<file path="src/rtl/spi_ctrl_pkg.sv">
// Shared definitions for the SPI command sequencer: FSM states and frame constants.
package spi_ctrl_pkg;

  typedef enum logic [2:0] {
    ST_IDLE   = 3'd0,
    ST_CMD    = 3'd1,
    ST_WRITE  = 3'd2,
    ST_RFETCH = 3'd3,
    ST_READ   = 3'd4
  } state_e;

  // Command byte bit selecting read (1) or write (0)
  localparam int unsigned CMD_RD_BIT      = 7;
  // Byte shifted out on MISO whenever no read data is pending
  localparam logic [7:0]  IDLE_TX_DEFAULT = 8'h00;
  // Minimum clk cycles between two rx_valid strobes
  localparam int unsigned MIN_RX_SPACING  = 3;

endpackage

</file>
<file path="src/rtl/spi_reg_ctrl.sv">
// Command sequencer behind the SPI byte shifter: turns one chip-select frame
// (command byte + data/read slots) into auto-incrementing register accesses.
module spi_reg_ctrl
  import spi_ctrl_pkg::*;
#(
  parameter int unsigned ADDR_W  = 7,
  parameter logic [7:0]  IDLE_TX = IDLE_TX_DEFAULT
) (
  input  logic              clk,
  input  logic              rst_n,
  input  logic              cs_n,
  input  logic              rx_valid,
  input  logic [7:0]        rx_byte,
  output logic [7:0]        tx_byte,
  output logic [ADDR_W-1:0] reg_addr,
  output logic [7:0]        reg_wdata,
  output logic              reg_we,
  output logic              reg_re,
  input  logic [7:0]        reg_rdata,
  output logic              busy,
  output logic              err
);

  // Spacing counter saturates here; a strobe seen below this value is too early
  localparam logic [1:0]        GAP_MAX  = 2'(MIN_RX_SPACING - 1);
  localparam logic [ADDR_W-1:0] ADDR_ONE = ADDR_W'(1);

  state_e            state_q, state_d;
  logic [7:0]        tx_q, tx_d;
  logic [ADDR_W-1:0] addr_q, addr_d;
  logic [7:0]        wdata_q, wdata_d;
  logic              we_q, we_d;
  logic              re_q, re_d;
  logic              busy_q, busy_d;
  logic              err_q, err_d;
  logic              inc_q, inc_d;    // address bump owed after a write strobe
  logic              pend_q, pend_d;  // read strobe owed after a read-slot bump
  logic [1:0]        gap_q, gap_d;    // cycles since last rx_valid (saturating)

  // State and all registered outputs, asynchronously cleared
  always_ff @(posedge clk or negedge rst_n) begin
    if (!rst_n) begin
      state_q <= ST_IDLE;
      tx_q    <= IDLE_TX;
      addr_q  <= '0;
      wdata_q <= 8'h00;
      we_q    <= 1'b0;
      re_q    <= 1'b0;
      busy_q  <= 1'b0;
      err_q   <= 1'b0;
      inc_q   <= 1'b0;
      pend_q  <= 1'b0;
      gap_q   <= GAP_MAX;
    end else begin
      state_q <= state_d;
      tx_q    <= tx_d;
      addr_q  <= addr_d;
      wdata_q <= wdata_d;
      we_q    <= we_d;
      re_q    <= re_d;
      busy_q  <= busy_d;
      err_q   <= err_d;
      inc_q   <= inc_d;
      pend_q  <= pend_d;
      gap_q   <= gap_d;
    end
  end

  // Next-state: chip select high always returns to IDLE; RFETCH waits for the
  // owed strobe and the bank's one-cycle read latency before presenting data
  always_comb begin
    state_d = state_q;
    if (cs_n) begin
      state_d = ST_IDLE;
    end else begin
      case (state_q)
        ST_IDLE:   state_d = ST_CMD;
        ST_CMD: begin
          if (rx_valid) begin
            state_d = rx_byte[CMD_RD_BIT] ? ST_RFETCH : ST_WRITE;
          end else begin
            state_d = ST_CMD;
          end
        end
        ST_WRITE:  state_d = ST_WRITE;
        ST_RFETCH: begin
          if (!pend_q && !re_q) begin
            state_d = ST_READ;
          end else begin
            state_d = ST_RFETCH;
          end
        end
        ST_READ: begin
          if (rx_valid) begin
            state_d = ST_RFETCH;
          end else begin
            state_d = ST_READ;
          end
        end
        default:   state_d = ST_IDLE;
      endcase
    end
  end

  // Output/datapath next values: strobes, address counter, MISO byte, error flag
  always_comb begin
    tx_d    = tx_q;
    addr_d  = addr_q;
    wdata_d = wdata_q;
    we_d    = 1'b0;
    re_d    = 1'b0;
    err_d   = err_q;
    inc_d   = 1'b0;
    pend_d  = 1'b0;
    busy_d  = (state_d != ST_IDLE);

    if (cs_n) begin
      // Frame ended or aborted: drop any strobe, keep err for software to see
      tx_d = IDLE_TX;
    end else begin
      case (state_q)
        ST_IDLE: begin
          tx_d  = IDLE_TX;
          err_d = 1'b0;
        end
        ST_CMD: begin
          if (rx_valid) begin
            addr_d = rx_byte[ADDR_W-1:0];
            re_d   = rx_byte[CMD_RD_BIT];
          end else begin
            addr_d = addr_q;
          end
        end
        ST_WRITE: begin
          // Bump after the strobe cycle so reg_addr is stable while reg_we is high
          if (inc_q) begin
            addr_d = addr_q + ADDR_ONE;
          end else begin
            addr_d = addr_q;
          end
          if (rx_valid) begin
            we_d    = 1'b1;
            wdata_d = rx_byte;
            tx_d    = rx_byte;
            inc_d   = 1'b1;
          end else begin
            we_d    = 1'b0;
          end
        end
        ST_RFETCH: begin
          if (pend_q) begin
            re_d = 1'b1;
          end else if (!re_q) begin
            tx_d = reg_rdata;
          end else begin
            tx_d = tx_q;
          end
        end
        ST_READ: begin
          if (rx_valid) begin
            addr_d = addr_q + ADDR_ONE;
            pend_d = 1'b1;
          end else begin
            addr_d = addr_q;
          end
        end
        default: begin
          tx_d = IDLE_TX;
        end
      endcase

      if (rx_valid && (state_q != ST_IDLE) &&
          ((state_q == ST_RFETCH) || (gap_q != GAP_MAX))) begin
        err_d = 1'b1;
      end else begin
        err_d = (state_q == ST_IDLE) ? 1'b0 : err_q;
      end
    end
  end

  // Strobe-spacing counter, restarted at every frame boundary
  always_comb begin
    if (cs_n || (state_q == ST_IDLE)) begin
      gap_d = GAP_MAX;
    end else if (rx_valid) begin
      gap_d = 2'd0;
    end else if (gap_q != GAP_MAX) begin
      gap_d = gap_q + 2'd1;
    end else begin
      gap_d = gap_q;
    end
  end

  assign tx_byte   = tx_q;
  assign reg_addr  = addr_q;
  assign reg_wdata = wdata_q;
  assign reg_we    = we_q;
  assign reg_re    = re_q;
  assign busy      = busy_q;
  assign err       = err_q;

endmodule

</file>
<file path="config.mk">
export PLATFORM = sky130hd
export DESIGN_NAME = spi_reg_ctrl
export DESIGN_NICKNAME = d
export VERILOG_FILES = /design/src/rtl/spi_ctrl_pkg.sv /design/src/rtl/spi_reg_ctrl.sv
export SDC_FILE = /design/constraint.sdc
export NUM_CORES = 1
export LEC_CHECK = 0
export CAP_MARGIN = 25
export CORE_ASPECT_RATIO = 1.1
export CORE_UTILIZATION = 35
export DETAILED_ROUTE_END_ITERATION = 10
export PLACE_DENSITY = 0.75
export SKIP_LAST_GASP = 1
export SYNTH_ARGS = -nofsm -noshare
export SYNTH_HDL_FRONTEND = slang
export SYNTH_SLANG_ARGS = --single-unit
</file>
<file path="constraint.sdc">
create_clock -name clk -period 1.55 [get_ports clk]
set_clock_uncertainty 0.1 [all_clocks]
set_input_delay 0.2325 -clock clk [delete_from_list [all_inputs] [get_ports clk]]
set_output_delay 0.2325 -clock clk [all_outputs]
set_load 0.03 [all_outputs]
</file>
After elaboration in Yosys (flattened, before gate mapping)
Index checks and enable logic that the tools add are counted.

Input bits: 20. Register bits: 33. Word-level logic and storage cells: 72.

Reduce and logical (&&, ||, !) cells: 18. Equality and inequality tests: 12. Muxes and demuxes: 29. Add/sub/neg operators: 2. Bitwise logic cells: 1.

Operators by type and width (count): $mux W8 (4); $pmux W8 S3 (1); $mux W7 (3); $pmux W7 S3 (1); $pmux W3 S5 (1); $reduce_bool A3 Y1 (4); $mux W1 (11); $mux W3 (3); $ne A3 B3 Y1 const B (3); $mux W2 (4); $ne A2 B2 Y1 const B (4); $add A7 B1 Y7 const B (1); $eq A3 B2 Y1 const B (2); $reduce_and A5 Y1 (1); $reduce_and A4 Y1 (1); $eq A3 B1 Y1 const B (1); $eq A3 B3 Y1 const B (1); $logic_and A1 B1 Y1 (3); $logic_not A3 Y1 (1); $reduce_and A3 Y1 (1); $add A2 B1 Y2 const B (1); $logic_not A1 Y1 (2); $logic_or A1 B1 Y1 (2); $ne A2 B1 Y1 const B (1); 5 further kinds (5).

Depth between registers and ports, before layout
Depth after elaboration: 6. Mapped depth: 6. Mapped depth without buffers: 5.

Worst setup path after synthesis
Ideal clock, no wire load.

Kind: reg2reg. Start: reg state_q[2]. End: reg wdata_q[0], in the netlist reg_wdata[0]. Slack: -0.069 ns. Required time: 1.325 ns. Arrival: 1.394 ns. Path buffers: 2. Clock period less this slack: 1.619 ns. Cell stages (with the launch flop): 6. Cells stage by stage: dfrtp_1 buf_6 nand2b_1 or3_1 buf_6 mux2_4.

Cells in the longest elaborated chain, start to end: 2.

RTL lines: from (decl) (RTL line spi_reg_ctrl.sv:28) `state_e state_q, state_d;`; from (signal assigned) (RTL line spi_reg_ctrl.sv:55) `state_q <= state_d;`; $eq A3 B2 Y1 (RTL line spi_reg_ctrl.sv:121) `case (state_q)`; $reduce_and A3 Y1 (no source line); to (signal assigned) (RTL line spi_reg_ctrl.sv:58) `wdata_q <= wdata_d;`; to (decl) (RTL line spi_reg_ctrl.sv:31) `logic [7:0] wdata_q, wdata_d;`.

Every way passes these cells. A chain may end at the register's enable or synchronous reset.

Worst setup path after layout
Start: reg state_q[2]. End: reg addr_q[6], in the netlist reg_addr[6].

Cells in the longest elaborated chain, start to end: 3. Elaborated cells between the ends (all ways): 9. Those cells by class: eq/ne (6); mux (1); reduce/logical (2).

RTL lines: $eq A3 B2 Y1 (tied with other cells) (RTL line spi_reg_ctrl.sv:121); $ne A2 B2 Y1 (no source line) or $reduce_bool A3 Y1 (tied branches); $reduce_and A5 Y1 (no source line); to (signal assigned) (RTL line spi_reg_ctrl.sv:57) `addr_q <= addr_d;`; to (decl) (RTL line spi_reg_ctrl.sv:30) `logic [ADDR_W-1:0] addr_q, addr_d;`.

Several ways; a longest one is shown, not always the timed one.

==> results.py <==
metrics = {
    "synth": {
        "seq_area_frac_synth_pct": 45.3,
        "syn_area_per_cell_um2": 10.9,
        "synth.net_count": 190,
        "synth_cells": 168,
        "synth_commonest_cells": "dfrtp_1, nand2_1, a21oi_1, mux2i_1",
        "synth_edf_count": 0,
        "synth_area_leader_cell": "dfrtp_1",
        "ys_async_sr_fraction_pct": 100,
        "synthesis.area_mm2": 0.00183,
        "synth.area.top_cells": "dfrtp_1, mux2i_1, mux2_4, nand2_1, a21oi_1",
        "synth.most_common_cell": "dfrtp_1",
        "synth_cell_types": 49,
        "ys_seq_elements": 33,
        "yosys_warnings": 0,
        "synthFlopType": "dfrtp_1",
        "yosysTopAreaCellShare_pct": 43.9,
    },
    "timing": {
        "tightest_slew_ps": 349,
        "setup_viol": 22,
        "slew_violations": 0,
        "relSlewSlack_pct": 76.5,
        "max_freq_ghz": 0.613,
        "grt_setup_unrepaired": "true",
        "whs_ps": 201,
        "finalHoldViolations": 0,
        "fin_setup_tns_ps": -894,
        "finalCritPeriodShare_pct": 105,
        "setup_ws_ps": -80.5,
        "period_minus_slack_ps": 1630,
    },
    "clock_tree": {
        "clk_path_buf_depth": 2,
        "hold_buffers": 0,
        "h-tree-depth": 2,
        "cts-root-buf": "clkbuf_8",
        "clk_pin_slew_ps": 70,
        "cts_buffers": 5,
        "clock_latency_ps": 290,
        "clkSinkCount": 33,
        "cts_tree": "done",
    },
    "outcome": {
        "violations": "design-rule violations, negative setup slack",
        "status": "complete, but fails checks",
    },
    "grt": {
        "grt_max_degree": 34,
        "antenna_found_initial": 0,
        "grt-ovfl-total": 0,
        "grt_usage_pct": 18.5,
        "grt_pass1_wl_mm": 7.96,
        "grt_pass1_vias": 1658,
    },
    "power_and_ir_drop": {
        "p_leak_nw": 1.37,
        "pwr-share-comb_pct": 39.0,
        "p_int_w": 0.00230,
        "max-vdd-ir-drop_uv": 480,
        "p_switching_w": 0.00122,
        "switching_share_pct": 34.6,
        "total_power_w": 0.00352,
        "seq_power_share_pct": 33.2,
        "pwr-share-clk_pct": 27.8,
        "p_per_area_mw_per_mm2": 1190,
    },
    "die": {
        "initial_core_util_pct": 36.5,
        "rows": 27,
        "core_area_mm2": 0.00500,
        "die_area_mm2": 0.00551,
        "pin_count": 47,
        "die-height_um": 77.7,
        "die_x_um": 70.9,
    },
    "critical_path": {
        "regToRegStartpoint": "state_q[2]",
        "crit_type": "reg2reg",
        "cp_data_arrival_time_ps": 1760,
        "path_max_fanout": 5,
        "crit_required_ps": 1680,
        "endpoint_kind": "register",
        "worst_setup_path_start_kind": "register",
        "crit_start": "state_q[2]",
    },
    "layout": {
        "drive_above_1_share_pct": 38.3,
        "diodes": 0,
        "nNetsFinal": 277,
        "postLayoutCoreUtil_pct": 59.3,
        "fillerInstances": 417,
        "area_growth_pct": 62.4,
    },
    "drt": {
        "ant_nets": 0,
        "drt_iter0_markers": 68,
        "drc_errors": 12,
        "wl_mm": 4.94,
        "wire_per_inst_um": 15.7,
        "num_vias": 1644,
        "firstDrtPassIters": 7,
        "via_per_inst": 5.24,
    },
    "placement": {
        "gp_congestion": 0.846,
        "place_ws_ps": -414,
        "dp_hpwl_mm": 3.35,
        "numPortBuffers": 46,
    },
    "worst_hold_path": {
        "hp-class": "in2async",
    },
    "flow_run": {
        "timing.max_cap.violations": 0,
    },
}
[sequential cells by signal, indices dropped and copies added, names as in the netlist]
name and cells:
state_q 3, reg_re 1, pend_q 1, gap_q 2, err 1, tx_byte 8, reg_addr 7, busy 1
inc_q 1, reg_wdata 8
[routing by layer]
layer  share of wire (%)  vias to the layer above  track usage, %
li1                    -                      785               -
met1                  41                      815            22.1
met2                  53                       39            32.6
met3                 4.9                        5            4.94
met4                0.73                        0            5.20
met5                   0                        -               0
[cell type report]
cell class | instances | area, um2 | area share [%]
clock buffer | 5 | 68.8 | 2.32
timing repair buffer | 87 | 803 | 27.1
sequential | 33 | 831 | 28.0
clock inverter | 3 | 65.1 | 2.20
inverter | 7 | 26.3 | 0.886
multi-input combinational | 121 | 1100 | 37.0
tap | 58 | 72.6 | 2.45
[cell usage in the layout, fill, tap and decap left out, types with 2 or more instances in the layout]
cell type        synthesis  routed
clkbuf_8                 0       5
a21oi_2                  0       5
inv_2                    2       2
a2bb2oi_2                0       3
or3_4                    0       2
a21boi_4                 0       2
o21ai_0                  3       3
mux2_2                   5       5
nor2_1                   8       6
nor2_2                   0       3
nand3_1                  3       3
buf_4                    3      28
dfrtp_1                 32      29
mux2i_1                 12      12
o31a_1                   2       2
nor2_4                   2       2
inv_1                    4       4
buf_12                   0       2
a21o_1                   2       2
dfrtp_2                  0       3
ha_1                     2       2
mux2_4                   8       9
nor4_1                   3       2
nand2_1                 20      20
nand4bb_4                0       3
bufinv_16                0       2
clkdlybuf4s50_1          0      18
dlygate4sd2_1            0      28
buf_6                    2      10
and3_1                   2       2
a21oi_1                 12       7
[per-stage QoR]
stage          instances  cell area, um2
5_1_grt              314            2960
6_report             314            2960
4_1_cts              311            2800
3_3_place_gp         295            2550
3_5_place_dp         295            2550
2_1_floorplan        168            1830
[critical path, cell delays in order, from the launching register on]
cell and delay [ps]:
dfrtp_1 410, buf_6 140, buf_6 100, nand4bb_4 130
a31oi_4 230, buf_6 140, a21boi_4 190, a2bb2oi_2 140
[final timing paths]
path	endpoint	slack, ps	cells after the start
setup / recovery	reg_addr[6]	-80	7
setup reg to reg	reg_addr[6]	-80	7
max in group asynchronous	gap_q[1]	900	2
min in group clk	gap_q[1]	310	3
hold / removal	reg_addr[6]	200	2
hold reg to reg	reg_wdata[4]	410	1
[power groups by stage]
stage	Combinational, W	Clock (W)	Sequential [W]
floorplan	0.000458	0	0.00147
global placement	0.00131	0	0.00118
detailed placement	0.00133	0	0.00118
CTS	0.00129	0.000985	0.00117
global route	0.00145	0.00103	0.00120
finish	0.00137	0.000977	0.00117
[kinds of logic after synthesis]
logic type                 Yosys count  share of synthesized area (%)
muxes                               27                           17.5
DFF                                 33                           45.3
adders and majority gates            2                           1.37
xor gates and xnor gates             3                           1.85
and+or+nand+nor                     53                           16.2
AOI/OAI and AO/OA                   35                           13.1
buffers and inverters               15                           4.73
[timing repair]
action,4_1_cts,5_1_grt
setup buffers,7,4
cloned,1,0
pin swaps,10,9
endpoints found under the setup margin,52,25
gates resized for setup,45,24
(Power assumes the default switching activity.)
